## src/rtl/control_unit_pkg.sv

```systemverilog
// Shared definitions for the 8-bit CPU control path: opcodes, bus/ALU select codes,
// FSM state encoding and opcode classification helpers.
package control_unit_pkg;

  typedef enum logic [4:0] {
    S_FETCH_0  = 5'd0,
    S_FETCH_1  = 5'd1,
    S_FETCH_2  = 5'd2,
    S_DECODE_3 = 5'd3,
    S_EXEC_4   = 5'd4,
    S_EXEC_5   = 5'd5,
    S_EXEC_6   = 5'd6,
    S_EXEC_7   = 5'd7,
    S_EXEC_8   = 5'd8
  } state_t;

  typedef enum logic [2:0] {
    CL_ILLEGAL, CL_LD_IMM, CL_LD_DIR, CL_ST_DIR, CL_ALU_AB, CL_ALU_UN, CL_BRANCH
  } op_class_t;

  localparam logic [7:0] OPC_LDA_IMM = 8'h86, OPC_LDA_DIR = 8'h87;
  localparam logic [7:0] OPC_LDB_IMM = 8'h88, OPC_LDB_DIR = 8'h89;
  localparam logic [7:0] OPC_STA_DIR = 8'h96, OPC_STB_DIR = 8'h97;
  localparam logic [7:0] OPC_ADD_AB  = 8'h42, OPC_SUB_AB  = 8'h43;
  localparam logic [7:0] OPC_AND_AB  = 8'h44, OPC_OR_AB   = 8'h45;
  localparam logic [7:0] OPC_INCA    = 8'h46, OPC_INCB    = 8'h47;
  localparam logic [7:0] OPC_DECA    = 8'h48, OPC_DECB    = 8'h49;
  localparam logic [7:0] OPC_BRA = 8'h20, OPC_BMI = 8'h21, OPC_BPL = 8'h22;
  localparam logic [7:0] OPC_BEQ = 8'h23, OPC_BNE = 8'h24, OPC_BVS = 8'h25;
  localparam logic [7:0] OPC_BVC = 8'h26, OPC_BCS = 8'h27, OPC_BCC = 8'h28;

  localparam logic [2:0] ALU_ADD = 3'b000, ALU_INC = 3'b001, ALU_SUB = 3'b010;
  localparam logic [2:0] ALU_DEC = 3'b011, ALU_AND = 3'b100, ALU_OR  = 3'b101;

  localparam logic [1:0] BUS1_PC  = 2'b00, BUS1_A    = 2'b01, BUS1_B   = 2'b10;
  localparam logic [1:0] BUS2_ALU = 2'b00, BUS2_BUS1 = 2'b01, BUS2_MEM = 2'b10;

  function automatic op_class_t op_class(input logic [7:0] ir);
    case (ir)
      OPC_LDA_IMM, OPC_LDB_IMM:                       return CL_LD_IMM;
      OPC_LDA_DIR, OPC_LDB_DIR:                       return CL_LD_DIR;
      OPC_STA_DIR, OPC_STB_DIR:                       return CL_ST_DIR;
      OPC_ADD_AB, OPC_SUB_AB, OPC_AND_AB, OPC_OR_AB:  return CL_ALU_AB;
      OPC_INCA, OPC_INCB, OPC_DECA, OPC_DECB:         return CL_ALU_UN;
      OPC_BRA, OPC_BMI, OPC_BPL, OPC_BEQ, OPC_BNE,
      OPC_BVS, OPC_BVC, OPC_BCS, OPC_BCC:             return CL_BRANCH;
      default:                                        return CL_ILLEGAL;
    endcase
  endfunction

  function automatic logic [2:0] alu_sel_of(input logic [7:0] ir);
    case (ir)
      OPC_SUB_AB:           return ALU_SUB;
      OPC_AND_AB:           return ALU_AND;
      OPC_OR_AB:            return ALU_OR;
      OPC_INCA, OPC_INCB:   return ALU_INC;
      OPC_DECA, OPC_DECB:   return ALU_DEC;
      default:              return ALU_ADD;
    endcase
  endfunction

  // Instructions whose register operand/destination is B rather than A.
  function automatic logic uses_b(input logic [7:0] ir);
    case (ir)
      OPC_LDB_IMM, OPC_LDB_DIR, OPC_STB_DIR, OPC_INCB, OPC_DECB: return 1'b1;
      default:                                                   return 1'b0;
    endcase
  endfunction

endpackage

```

## src/rtl/control_unit_branch_eval.sv

```systemverilog
// Combinational branch condition: decides whether the branch opcode in IR is taken
// given the current NZVC flags.
module control_unit_branch_eval
  import control_unit_pkg::*;
#(
  parameter int DATA_W = 8,
  parameter int CCR_W  = 4
) (
  input  logic [DATA_W-1:0] ir,
  input  logic [CCR_W-1:0]  ccr,
  output logic              taken
);

  always_comb begin
    taken = 1'b0;
    case (ir)
      OPC_BRA: taken = 1'b1;
      OPC_BMI: taken = ccr[3];
      OPC_BPL: taken = ~ccr[3];
      OPC_BEQ: taken = ccr[2];
      OPC_BNE: taken = ~ccr[2];
      OPC_BVS: taken = ccr[1];
      OPC_BVC: taken = ~ccr[1];
      OPC_BCS: taken = ccr[0];
      OPC_BCC: taken = ~ccr[0];
      default: taken = 1'b0;
    endcase
  end

endmodule

```

## src/rtl/control_unit.sv

```systemverilog
// Moore sequencer for the 8-bit CPU data path: fetch, decode and per-class execute
// steps; outputs decode from the state register, IR_out and CCR_Result.
module control_unit
  import control_unit_pkg::*;
#(
  parameter int DATA_W = 8,
  parameter int CCR_W  = 4
) (
  input  logic              Clk,
  input  logic              Reset,
  input  logic [DATA_W-1:0] IR_out,
  input  logic [CCR_W-1:0]  CCR_Result,
  output logic              IR_Load,
  output logic              MAR_Load,
  output logic              PC_Load,
  output logic              PC_Inc,
  output logic              A_Load,
  output logic              B_Load,
  output logic              CCR_Load,
  output logic [2:0]        ALU_Sel,
  output logic [1:0]        Bus1_Sel,
  output logic [1:0]        Bus2_Sel,
  output logic              write
);

  state_t    state_q, state_d;
  op_class_t cls;
  logic      taken;
  logic      b_side;

  assign cls    = op_class(IR_out);
  assign b_side = uses_b(IR_out);

  control_unit_branch_eval #(.DATA_W(DATA_W), .CCR_W(CCR_W)) u_branch_eval (
    .ir    (IR_out),
    .ccr   (CCR_Result),
    .taken (taken)
  );

  always_ff @(posedge Clk) begin
    if (!Reset) state_q <= S_FETCH_0;
    else        state_q <= state_d;
  end

  always_comb begin
    state_d  = S_FETCH_0;
    IR_Load  = 1'b0;
    MAR_Load = 1'b0;
    PC_Load  = 1'b0;
    PC_Inc   = 1'b0;
    A_Load   = 1'b0;
    B_Load   = 1'b0;
    CCR_Load = 1'b0;
    ALU_Sel  = ALU_ADD;
    Bus1_Sel = BUS1_PC;
    Bus2_Sel = BUS2_ALU;
    write    = 1'b0;

    case (state_q)
      S_FETCH_0:  state_d = S_FETCH_1;
      S_FETCH_1:  state_d = S_FETCH_2;
      S_FETCH_2:  state_d = S_DECODE_3;
      S_DECODE_3: state_d = (cls == CL_ILLEGAL) ? S_FETCH_0 : S_EXEC_4;
      S_EXEC_4: begin
        if (cls inside {CL_LD_IMM, CL_LD_DIR, CL_ST_DIR} || (cls == CL_BRANCH && taken))
          state_d = S_EXEC_5;
      end
      S_EXEC_5:   state_d = S_EXEC_6;
      S_EXEC_6:   if (cls inside {CL_LD_DIR, CL_ST_DIR}) state_d = S_EXEC_7;
      S_EXEC_7:   if (cls == CL_LD_DIR) state_d = S_EXEC_8;
      default:    state_d = S_FETCH_0;
    endcase

    // Strobes are masked while Reset is low so an aborted instruction commits nothing.
    if (Reset) begin
      case (state_q)
        S_FETCH_0: begin
          Bus2_Sel = BUS2_BUS1;
          MAR_Load = 1'b1;
        end
        S_FETCH_1: PC_Inc = 1'b1;
        S_FETCH_2: begin
          Bus2_Sel = BUS2_MEM;
          IR_Load  = 1'b1;
        end
        S_EXEC_4: begin
          case (cls)
            CL_LD_IMM, CL_LD_DIR, CL_ST_DIR: begin
              Bus2_Sel = BUS2_BUS1;
              MAR_Load = 1'b1;
            end
            CL_BRANCH: begin
              if (taken) begin
                Bus2_Sel = BUS2_BUS1;
                MAR_Load = 1'b1;
              end else begin
                PC_Inc = 1'b1;
              end
            end
            CL_ALU_AB, CL_ALU_UN: begin
              Bus1_Sel = b_side ? BUS1_B : BUS1_A;
              ALU_Sel  = alu_sel_of(IR_out);
              Bus2_Sel = BUS2_ALU;
              A_Load   = ~b_side;
              B_Load   = b_side;
              CCR_Load = 1'b1;
            end
            default: ;
          endcase
        end
        S_EXEC_5: PC_Inc = cls inside {CL_LD_IMM, CL_LD_DIR, CL_ST_DIR};
        S_EXEC_6: begin
          case (cls)
            CL_LD_IMM: begin
              Bus2_Sel = BUS2_MEM;
              A_Load   = ~b_side;
              B_Load   = b_side;
            end
            CL_LD_DIR, CL_ST_DIR: begin
              Bus2_Sel = BUS2_MEM;
              MAR_Load = 1'b1;
            end
            CL_BRANCH: begin
              Bus2_Sel = BUS2_MEM;
              PC_Load  = 1'b1;
            end
            default: ;
          endcase
        end
        S_EXEC_7: begin
          if (cls == CL_ST_DIR) begin
            Bus1_Sel = b_side ? BUS1_B : BUS1_A;
            write    = 1'b1;
          end
        end
        S_EXEC_8: begin
          if (cls == CL_LD_DIR) begin
            Bus2_Sel = BUS2_MEM;
            A_Load   = ~b_side;
            B_Load   = b_side;
          end
        end
        default: ;
      endcase
    end
  end

endmodule
```

## config.mk

```make
export PLATFORM = sky130hd
export DESIGN_NAME = control_unit
export DESIGN_NICKNAME = d
export VERILOG_FILES = /design/src/rtl/control_unit_pkg.sv /design/src/rtl/control_unit_branch_eval.sv /design/src/rtl/control_unit.sv
export SDC_FILE = /design/constraint.sdc
export NUM_CORES = 1
export LEC_CHECK = 0
export CAP_MARGIN = 20
export CORE_ASPECT_RATIO = 1.2
export CORE_MARGIN = 4
export CORE_UTILIZATION = 40
export CTS_CLUSTER_DIAMETER = 50
export DETAILED_ROUTE_END_ITERATION = 8
export DONT_BUFFER_PORTS = 1
export PLACE_DENSITY = 0.52
export SYNTH_ARGS = -nofsm -noshare
export SYNTH_HDL_FRONTEND = slang
export SYNTH_SLANG_ARGS = --single-unit
```

## constraint.sdc

```tcl
create_clock -name Clk -period 2 [get_ports Clk]
set_input_delay 0.4 -clock Clk [delete_from_list [all_inputs] [get_ports Clk]]
set_output_delay 0.4 -clock Clk [all_outputs]
set_load 0.01 [all_outputs]
```

Word-level counts from Yosys, hierarchy flattened:

Cells that the tools add are included.

* eq/ne operators: 37
* mux-type cells: 53
* bitwise logic cells: 5
* reductions and logical operators: 19

Operator list (number)
* $eq A8 B6 Y1 const B: 9
* $eq A8 B7 Y1 const B: 8
* $eq A8 B8 Y1 const B: 6
* $pmux W4 S8: 1
* $mux W1: 27
* $eq A5 B3 Y1 const B: 4
* $mux W3: 6
* $pmux W3 S6: 1
* $pmux W3 S5: 1
* $mux W2: 7
* $reduce_or A2 Y1: 7
* $pmux W1 S3: 4
* $reduce_or A4 Y1: 3
* $eq A5 B2 Y1 const B: 2
* $pmux W2 S5: 1
* $eq A3 B3 Y1 const B: 3
* $pmux W1 S9: 1
* $reduce_or A9 Y1: 1
* $eq A3 B2 Y1 const B: 2
* $eq A5 B1 Y1 const B: 1
* $eq A5 B4 Y1 const B: 1
* $logic_not A5 Y1: 1
* $not A1 Y1: 5
* $reduce_or A5 Y1: 1
* other kinds (10): 11

* flip-flop bits (word level): 5
* input bits: 14
* output and inout port bits: 15
* logic and storage cells: 115

Logic depth before layout (Yosys ltp):

Gate-level depths: netlist of run 1.

* depth after elaboration: 8
* gate-level depth with buffers: 6
* gate-level depth less buffers: 5

Cells and area by module:

From an unflattened synthesis of run 1, not the netlist that was laid out.

* cell total of the unflattened synthesis: 106
* area total of the unflattened synthesis: 805.8 um2

Modules (own cells, without submodules)
* control_unit: instances 1, cells an instance 96, area an instance 721.9 um2
* control_unit_branch_eval: instances 1, cells an instance 10, area an instance 83.8 um2

Worst setup path after synthesis of run 1:

OpenSTA, ideal clock, no wires.

* path kind: input port to output port
* start point: input IR_out[5]
* end point: output ALU_Sel[1]
* arrival time: 1557 ps
* required time: 1600 ps
* setup slack: 43 ps
* cell stages on the path: 3
* path through: nor4b_1 and4_1 nor3b_1

* word-level cells in the longest chain between the ends: 8
* elaborated cells on any way between the ends: 39

Ends and longest elaborated chain
* start, declared: line control_unit.sv:11 `input logic [DATA_W-1:0] IR_out,`
* $eq A8 B6 Y1, or another cell as far along: line control_unit_pkg.sv:39 `case (ir)`
* $reduce_or A9 Y1, or another cell as far along: line control_unit_pkg.sv:39
* $pmux W3 S6: line control_unit_pkg.sv:39
* $eq A3 B3 Y1: line control_unit.sv:87 `case (cls)`
* $reduce_or A2 Y1: line control_unit.sv:87
* $mux W3 (*): line control_unit.sv:87
* $mux W3 (*): line control_unit.sv:76 `case (state_q)`
* $mux W3 (*): line control_unit.sv:75 `if (Reset) begin`
* end, declared: line control_unit.sv:20 `output logic [2:0] ALU_Sel,`

Mark *: on every way between the ends. The rest lies on a longest branch, timed or not.

Worst setup path after layout of run 1:

* start point: register state_q[3]
* end point: output ALU_Sel[1]

* word-level cells in the longest chain between the ends: 3

Ends and longest elaborated chain
* start, declared: line control_unit.sv:26 `state_t state_q, state_d;`
* start signal, assigned: line control_unit.sv:42 `else state_q <= state_d;`
* $eq A5 B3 Y1: line control_unit.sv:76
* $mux W3: line control_unit.sv:76
* $mux W3: line control_unit.sv:75

Every way passes these cells.

==> out/results.env, run 1 <==
RESULT_OF_THE_RUN='finished, final reports clean'
CLOCK_POWER_SHARE_PCT=33.5
POST-ROUTE-WORST-SETUP-SLACK_NS=0.0396
CORE_AREA_SQ_UM=1830
GLOBALROUTETOTALUTIL_PCT=17.6
POST_SYNTH_MAIN_AREA_CONTRIBUTORS='sky130_fd_sc_hd__dfxtp_1, sky130_fd_sc_hd__nor2_1, sky130_fd_sc_hd__nand2_1'
STD_CELL_ROWS=17
DRTPASS1ITERATIONS=4
POWER_INTERNAL_W=0.000198
REPORT.FINAL.SETUP_VIOL=0
TIGHTEST_SLEW_NS=0.559
LARGEST_REGISTERS='state_q (4)'
DRTITER0DRC=11
SETUP.REG_TO_REG.WORST_SLACK_NS=0.54
CLK_PIN_SLEW_NS=0.03
YOSYS.AREA.TOP_TYPE='sky130_fd_sc_hd__dfxtp_1'
LARGEST_REGISTER_FFS=4
GRT_REMAINING_OVERFLOW=0
ANTENNA_CELLS=0
CLOCK_SINK_COUNT=4
DEEPEST_LEVEL_OF_THE_CTS_H_TREE=1
CTSROOTBUFFERMASTER='sky130_fd_sc_hd__clkbuf_4'
CHIPHEIGHT_UM=56.0
PORT-BUFFER-COUNT=0
FIN_CRIT_SH_PCT=98.0
SYNTH_FLOP_CELL='sky130_fd_sc_hd__dfxtp_1'
P_COMB_SHARE_PCT=35.2
P_SW_SHARE_PCT=30.0
DPL.CELL_COUNT=139
ASYNC_RESET_FF_SHARE_PCT=0
YS_TOP_CELLS_BY_COUNT='sky130_fd_sc_hd__nor2_1, sky130_fd_sc_hd__nand2_1, sky130_fd_sc_hd__o21ai_0'
SYNTH_SEQUENTIAL_AREA_RATIO_PCT=10.4
CRITICAL_PATH_PEAK_FANOUT=4
FINAL_MAX_SLEW_VIOL_COUNT=0
VIASPERCELL=6.25
FINAL_CORE_UTIL_PCT=50.5
PLACE_WS_NS=0.0785
GRT_ANTENNA_BEFORE_REPAIR=0
UNREPAIRED_SETUP_ENDPOINTS_AFTER_GLOBAL_ROUTING='true'
WORSTSETUPSTARTPOINTTYPE='flip-flop'
TIMING.FINAL.CRIT_PERIOD_NS=1.96
REGISTERS.TOP_BY_FF_COUNT='state_q'
FP.DIEAREA_SQ_UM=2690
SYNTH-SEQ-CELLS=4
MIN-DELAY-PATH-CLASS='in -> reg'
R2R_START='state_q[2]'
SYNTH_LARGEST_TYPE_AREA_FRACTION_PCT=10.4
NETLIST_INSTANCES=114
DR_TOTAL_VIAS=888
AREA_DELTA_SYNTH_FINAL_PCT=20.0
SYNTH_UNIQUE_CELLS=48
PORTION_OF_TOTAL_POWER_ATTRIBUTED_TO_SEQUENTIAL_CELLS_PCT=31.3
INITIAL_CELL_DENSITY_OF_THE_CORE_PCT=42.1
DIEWIDTH_UM=48.0
FIN_CELLS=142
WORST-R2R-CELL-COUNT=5
PLACE_HPWL_MM=1.72
SETUP.WORST_PATH.CLASS='reg -> out'
CRIT_END='ALU_Sel[1]'
WORST_R2R_ENDPOINT='state_q[0]'
TRITONCTS='done'
CP_DATA_ARRIVAL_TIME_NS=1.56
SYNTH_AREA_SQ_UM=769
CTSLONGESTPATHBUFFERS=2
POSTCTSSETUPREPAIRBUFS=0
FINAL_ANT_VIOL_NETS=0
SYNTH_AREA_PER_CELL_SQ_UM=6.75
TIMING_HOLD_VIOLATIONS_FINAL=0
NETS=139
WIRELENGTH_MM=2.22
CTS-BUFFERS-INSERTED=3
FINAL.FILL_COUNT=202
DRV_CAP=0
POWER.IR.VDD_WORST_mV=0.312
TIMING.FMAX_MHz=510
POWER-PER-CELL-AREA_nW_PER_UM2=307
FINALPOWER_W=0.000283
YOSYS.CELL_COUNT.TOP_TYPE='sky130_fd_sc_hd__nor2_1'
NUMBER_OF_SYNTHESIZED_FLOPS_WITH_AN_ENABLE_PIN=0
CTS_HOLD_BUFFERS=0
WORST_SLEW_MARGIN_REL_PCT=61.7
WIRE_LENGTH_OF_THE_FIRST_GLOBAL_ROUTING_PASS_MM=3.67
DRT_DRC=0
CRITICAL_PATH.STARTPOINT='state_q[3]'
FINAL_SETUP_TNS_NS=0
DETAIL_ROUTE.WL_PER_CELL_UM=15.7
ROUTABILITY_CONG=0.835
PIN_COUNT_OF_THE_BIGGEST_NET_ENTERING_GLOBAL_ROUTING=16
FINCLKSKEW_NS=0.000301
GRT_PASS1_VIAS=884
WORST_SETUP_PATH_END_KIND='output port'
IOPINCOUNT=29
YS_WARN_COUNT=0
CLK-INSERTION-DELAY-LATE_NS=0.23
TIMING.CRITICAL_PATH.REQUIRED_NS=1.60
SYNTHESIZED_NET_COUNT=128
SWITCHINGPOWER_W=0.0000850
TOTAL_LEAKAGE_POWER_nW=0.352
DRIVE_ABOVE_1_SHARE_PCT=25.2
-- timing repair --
| item | CTS | global route |
|---|---|---|
| setup endpoints to repair | 2 | 9 |
| resized for setup | 1 | 11 |
| pin swaps | 1 | 3 |
-- area by class of cell --
class	count	area, sq um	share of cell area [%]
Multi-Input combinational cell	98	672	72.8
Timing Repair Buffer	14	109	11.8
Clock buffer	3	22.5	2.44
Inverter	4	15.0	1.63
Tap cell	19	23.8	2.57
Sequential cell	4	81.3	8.81
-- power by group through the flow --
stage          Clock [W]  Sequential (W)  Combinational [W]
2_1_floorplan          0       0.0000887          0.0000856
3_3_place_gp           0       0.0000880          0.0000941
3_5_place_dp           0       0.0000880          0.0000955
4_1_cts         0.000101       0.0000874          0.0000962
5_1_grt         0.000108       0.0000891           0.000110
6_report       0.0000948       0.0000888          0.0000997
-- worst min-delay path by stage --
stage                    start    endpoint  slack (ns)  cells past startpoint
detailed placement       Reset  state_q[0]        0.63                      2
finish                   Reset  state_q[1]        0.39                      2
CTS                      Reset  state_q[1]        0.39                      2
global route             Reset  state_q[0]        0.40                      2
global placement         Reset  state_q[0]        0.63                      2
floorplan           state_q[1]  state_q[3]        0.50                      2
-- layout by cell type (no fill, tap or decap), types with 2 or more instances in the layout --
master	instances
sky130_fd_sc_hd__nor2_1	14
sky130_fd_sc_hd__buf_4	13
sky130_fd_sc_hd__nand2_1	12
sky130_fd_sc_hd__o21ai_0	7
sky130_fd_sc_hd__a21oi_1	5
sky130_fd_sc_hd__nor3b_4	4
sky130_fd_sc_hd__inv_1	4
sky130_fd_sc_hd__or3_1	3
sky130_fd_sc_hd__nand3_1	3
sky130_fd_sc_hd__nor3_1	3
sky130_fd_sc_hd__and2_1	3
sky130_fd_sc_hd__nor2b_1	3
sky130_fd_sc_hd__clkbuf_4	3
sky130_fd_sc_hd__dfxtp_1	3
sky130_fd_sc_hd__nor3b_1	2
sky130_fd_sc_hd__a211oi_1	2
sky130_fd_sc_hd__nand3b_1	2
sky130_fd_sc_hd__nand2b_1	2
sky130_fd_sc_hd__o211ai_1	2
sky130_fd_sc_hd__nand4b_1	2
sky130_fd_sc_hd__nor2_2	2
sky130_fd_sc_hd__xor2_1	2
-- cell families after synthesis --
kind of cell | count (synthesis) | share of synthesized area [%]
AO/OA/AOI/OAI | 29 | 26.3
XOR/XNOR | 2 | 2.28
buffers and inverters | 12 | 8.13
AND/OR/NAND/NOR | 65 | 50.1
multiplexers | 2 | 2.76
flip-flops | 4 | 10.4
-- critical path, cell delays in order, from the launching register on --
cell	delay (ns)
sky130_fd_sc_hd__dfxtp_2	0.32
sky130_fd_sc_hd__and3b_1	0.24
sky130_fd_sc_hd__nor3b_4	0.21
sky130_fd_sc_hd__and4_4	0.25
sky130_fd_sc_hd__nor3b_4	0.18
sky130_fd_sc_hd__buf_6	0.12
-- stage by stage --
| stage | area (sq um) | hold WS [ns] |
|---|---|---|
| final | 923 | 0.393 |
| after global routing | 923 | 0.404 |
| after CTS | 878 | 0.386 |
| after detailed placement | 851 | 0.629 |
| after global placement | 851 | 0.630 |
| after floorplan | 769 | 0.504 |
-- per-layer routing --
metal	share of wire, %	GRT usage [%]	wire (um)
met5	0	0	0
met4	1.4	7.31	31
met3	5.2	2.27	115
met2	52	28.9	1150
met1	41	21.7	921
Note: power is estimated with default switching activity, not from simulation.
==> run 2, diff against run 1 <==
Settings changed: GPL_ROUTABILITY_DRIVEN from default to 1.
Clock period 2 ns to 2.1 ns, I/O delays scaled along.
==> out/results.env, run 2 (synthesis gave the netlist of run 1 again) <==
RESULT_OF_THE_RUN='finished, final reports clean'
REGISTERS.TOP_BY_FF_COUNT='state_q'
MOSTFREQUENTLAYOUTCELL='sky130_fd_sc_hd__nor2_1'
ROUTABILITY_CONG=0.818  # -2.0%
PLACE_HPWL_MM=1.65  # -4.5%
CLK-INSERTION-DELAY-LATE_NS=0.23  # about the same
R2R_START='state_q[1]'
TIMING.FINAL.CRIT_PERIOD_NS=1.97
FINAL_CORE_UTIL_PCT=48.4  # -2.1 points
CLOCK_SINK_COUNT=4  # unchanged
MIN-DELAY-PATH-CLASS='in -> reg'
TIMING.CRITICAL_PATH.REQUIRED_NS=1.68  # +0.08 ns
FINCLKSKEW_NS=0.000365  # +0.0000639 ns
CP_DATA_ARRIVAL_TIME_NS=1.55  # about the same
WHS_ENDPOINT='state_q[3]'
FINAL_ANT_VIOL_NETS=0  # unchanged
DRIVE_ABOVE_1_SHARE_PCT=20.5  # -4.7 points
TIMING.HOLD.WS_NS=0.364  # -0.0288 ns
PLACED_CELL_AREA_SQ_UM=836  # -1.8%
CTS_HOLD_BUFFERS=0  # unchanged
TIMING_HOLD_VIOLATIONS_FINAL=0  # unchanged
P_SW_SHARE_PCT=30.3  # +0.34 points
TOTAL_LEAKAGE_POWER_nW=0.339  # -3.5%
WORST_SLEW_MARGIN_REL_PCT=65.0  # +3.3 points
POWER.IR.VDD_WORST_mV=0.308  # -1.3%
FINALPOWER_W=0.000268  # -5.4%
TIMING.FMAX_MHz=507
DRTPASS1ITERATIONS=5  # +1
LAYOUT_COMMON_CELLS='sky130_fd_sc_hd__nor2_1, sky130_fd_sc_hd__buf_4, sky130_fd_sc_hd__nand2_1'
ANTENNA_CELLS=0  # unchanged
POWER_INTERNAL_W=0.000187  # -5.8%
WORST-R2R-CELL-COUNT=4  # -1
LARGEST_REGISTER_FFS=4  # unchanged
TRITONCTS='done'
FIN_CRIT_SH_PCT=93.9
PIN_COUNT_OF_THE_BIGGEST_NET_ENTERING_GLOBAL_ROUTING=16  # unchanged
FINAL.FILL_COUNT=204  # +0.99%
WORST_SETUP_PATH_END_KIND='output port'
STD_CELL_ROWS=17  # unchanged
FP.DIEAREA_SQ_UM=2690  # unchanged
PORTION_OF_TOTAL_POWER_ATTRIBUTED_TO_SEQUENTIAL_CELLS_PCT=32.2  # +0.9 points
CTSLONGESTPATHBUFFERS=2  # unchanged
SWITCHINGPOWER_W=0.0000813  # -4.3%
P_COMB_SHARE_PCT=33.0  # -2.2 points
GLOBALROUTETOTALUTIL_PCT=17.0  # -0.55 points
CTS-BUFFERS-INSERTED=3  # unchanged
SETUP.WORST_PATH.CLASS='in -> out'
DRV_CAP=0  # unchanged
DEEPEST_LEVEL_OF_THE_CTS_H_TREE=1  # unchanged
DETAIL_ROUTE.WL_PER_CELL_UM=15.4  # -1.3%
NUMBER_OF_STAGES_ON_THE_WORST_HOLD_PATH=2  # unchanged
POWER-PER-CELL-AREA_nW_PER_UM2=303  # -1.2%
AREA_DELTA_SYNTH_FINAL_PCT=15.0
FINAL_SETUP_TNS_NS=0  # unchanged
REPORT.FINAL.SETUP_VIOL=0  # unchanged
VIASPERCELL=6.05  # -3.3%
CLK_PIN_SLEW_NS=0.04  # about the same
WIRE_LENGTH_OF_THE_FIRST_GLOBAL_ROUTING_PASS_MM=3.46  # -5.8%
NETS=138  # -0.72%
GRT_PASS1_VIAS=804  # -9.0%
GRT_REMAINING_OVERFLOW=0  # unchanged
REGISTER_AREA_SQ_UM=80.1  # -1.5%
WIRELENGTH_MM=2.18  # -2.0%
CTSROOTBUFFERMASTER='sky130_fd_sc_hd__clkbuf_4'
TIGHTEST_SLEW_NS=0.512  # -0.0480 ns
WORSTSETUPSTARTPOINTTYPE='primary input'
CORE_AREA_SQ_UM=1830  # unchanged
WORST_HOLD_STARTPOINT='IR_out[0]'
DRT_DRC=0  # unchanged
CLOCK_POWER_SHARE_PCT=34.7  # +1.2 points
CRITICAL_PATH_PEAK_FANOUT=13  # +9
WORST_R2R_ENDPOINT='state_q[0]'
LARGEST_REGISTERS='state_q (4)'
DRTITER0DRC=16  # +5
DR_TOTAL_VIAS=853  # -3.9%
STDCELL_AREA_SQ_UM=885  # -4.2%
SETUP.REG_TO_REG.WORST_SLACK_NS=0.61  # +0.07 ns
INITIAL_CELL_DENSITY_OF_THE_CORE_PCT=42.1  # unchanged
FINAL_MAX_SLEW_VIOL_COUNT=0  # unchanged
CHIPHEIGHT_UM=56.0  # unchanged
PORT-BUFFER-COUNT=0  # unchanged
MULTI_INPUT_AREA_SQ_UM=646  # -3.9%
IOPINCOUNT=29  # unchanged
DIEWIDTH_UM=48.0  # unchanged
GRT_ANTENNA_BEFORE_REPAIR=0  # unchanged
## run 2: cell type report
type	instances	area share, %
multi-input cells	98	73.0
repair buffers	13	11.0
flip-flops and latches	4	9.05
well taps	19	2.69
clock buffers	3	2.55
inverters	4	1.70
## run 2: worst max-delay path, cell delays in order
cell and delay, ns:
sky130_fd_sc_hd__and3b_1 0.30, sky130_fd_sc_hd__o2111ai_2 0.15, sky130_fd_sc_hd__o32ai_1 0.30, sky130_fd_sc_hd__nand4b_1 0.16, sky130_fd_sc_hd__nor2_1 0.21
## run 2: power by group through the flow
stage / clock network (W) / registers [W] / logic, W
floorplan: 0 / 0.0000845 / 0.0000815
finish: 0.0000931 / 0.0000864 / 0.0000885
global route: 0.000112 / 0.0000872 / 0.0000992
global placement: 0 / 0.0000857 / 0.0000865
CTS: 0.0000993 / 0.0000850 / 0.0000869
detailed placement: 0 / 0.0000855 / 0.0000860
## run 2: worst max path at each step
stage / cells past startpoint / slack [ns] / end / from
2_1_floorplan: 3 / 0.10 / ALU_Sel[1] / IR_out[5]
3_3_place_gp: 5 / 0.08 / ALU_Sel[1] / Reset
3_5_place_dp: 5 / 0.07 / ALU_Sel[1] / Reset
4_1_cts: 5 / 0.01 / ALU_Sel[1] / state_q[3]
5_1_grt: 5 / -0.002 / ALU_Sel[1] / state_q[3]
6_report: 5 / 0.13 / B_Load / IR_out[3]
## run 2: what timing repair did
action | 4_1_cts | 5_1_grt
gates resized for setup | 1 | 4
setup endpoints to repair | 5 | 4
pin swaps | 0 | 0
hold endpoints to repair | 0 | 0
setup buffers | 0 | 1
## run 2: metal layers
metal  track usage [%]  share of wire (%)
met5                 0                  0
met4              6.92                  0
met1              19.2                 41
met2              28.5                 53
met3              4.53                5.9
## run 2: through the flow
stage                     setup WS, ns  cells
after floorplan                  0.103    114
after global placement          0.0780    137
after detailed placement        0.0749    137
after CTS                       0.0144    140
after global routing          -0.00188    141
final                            0.128    141
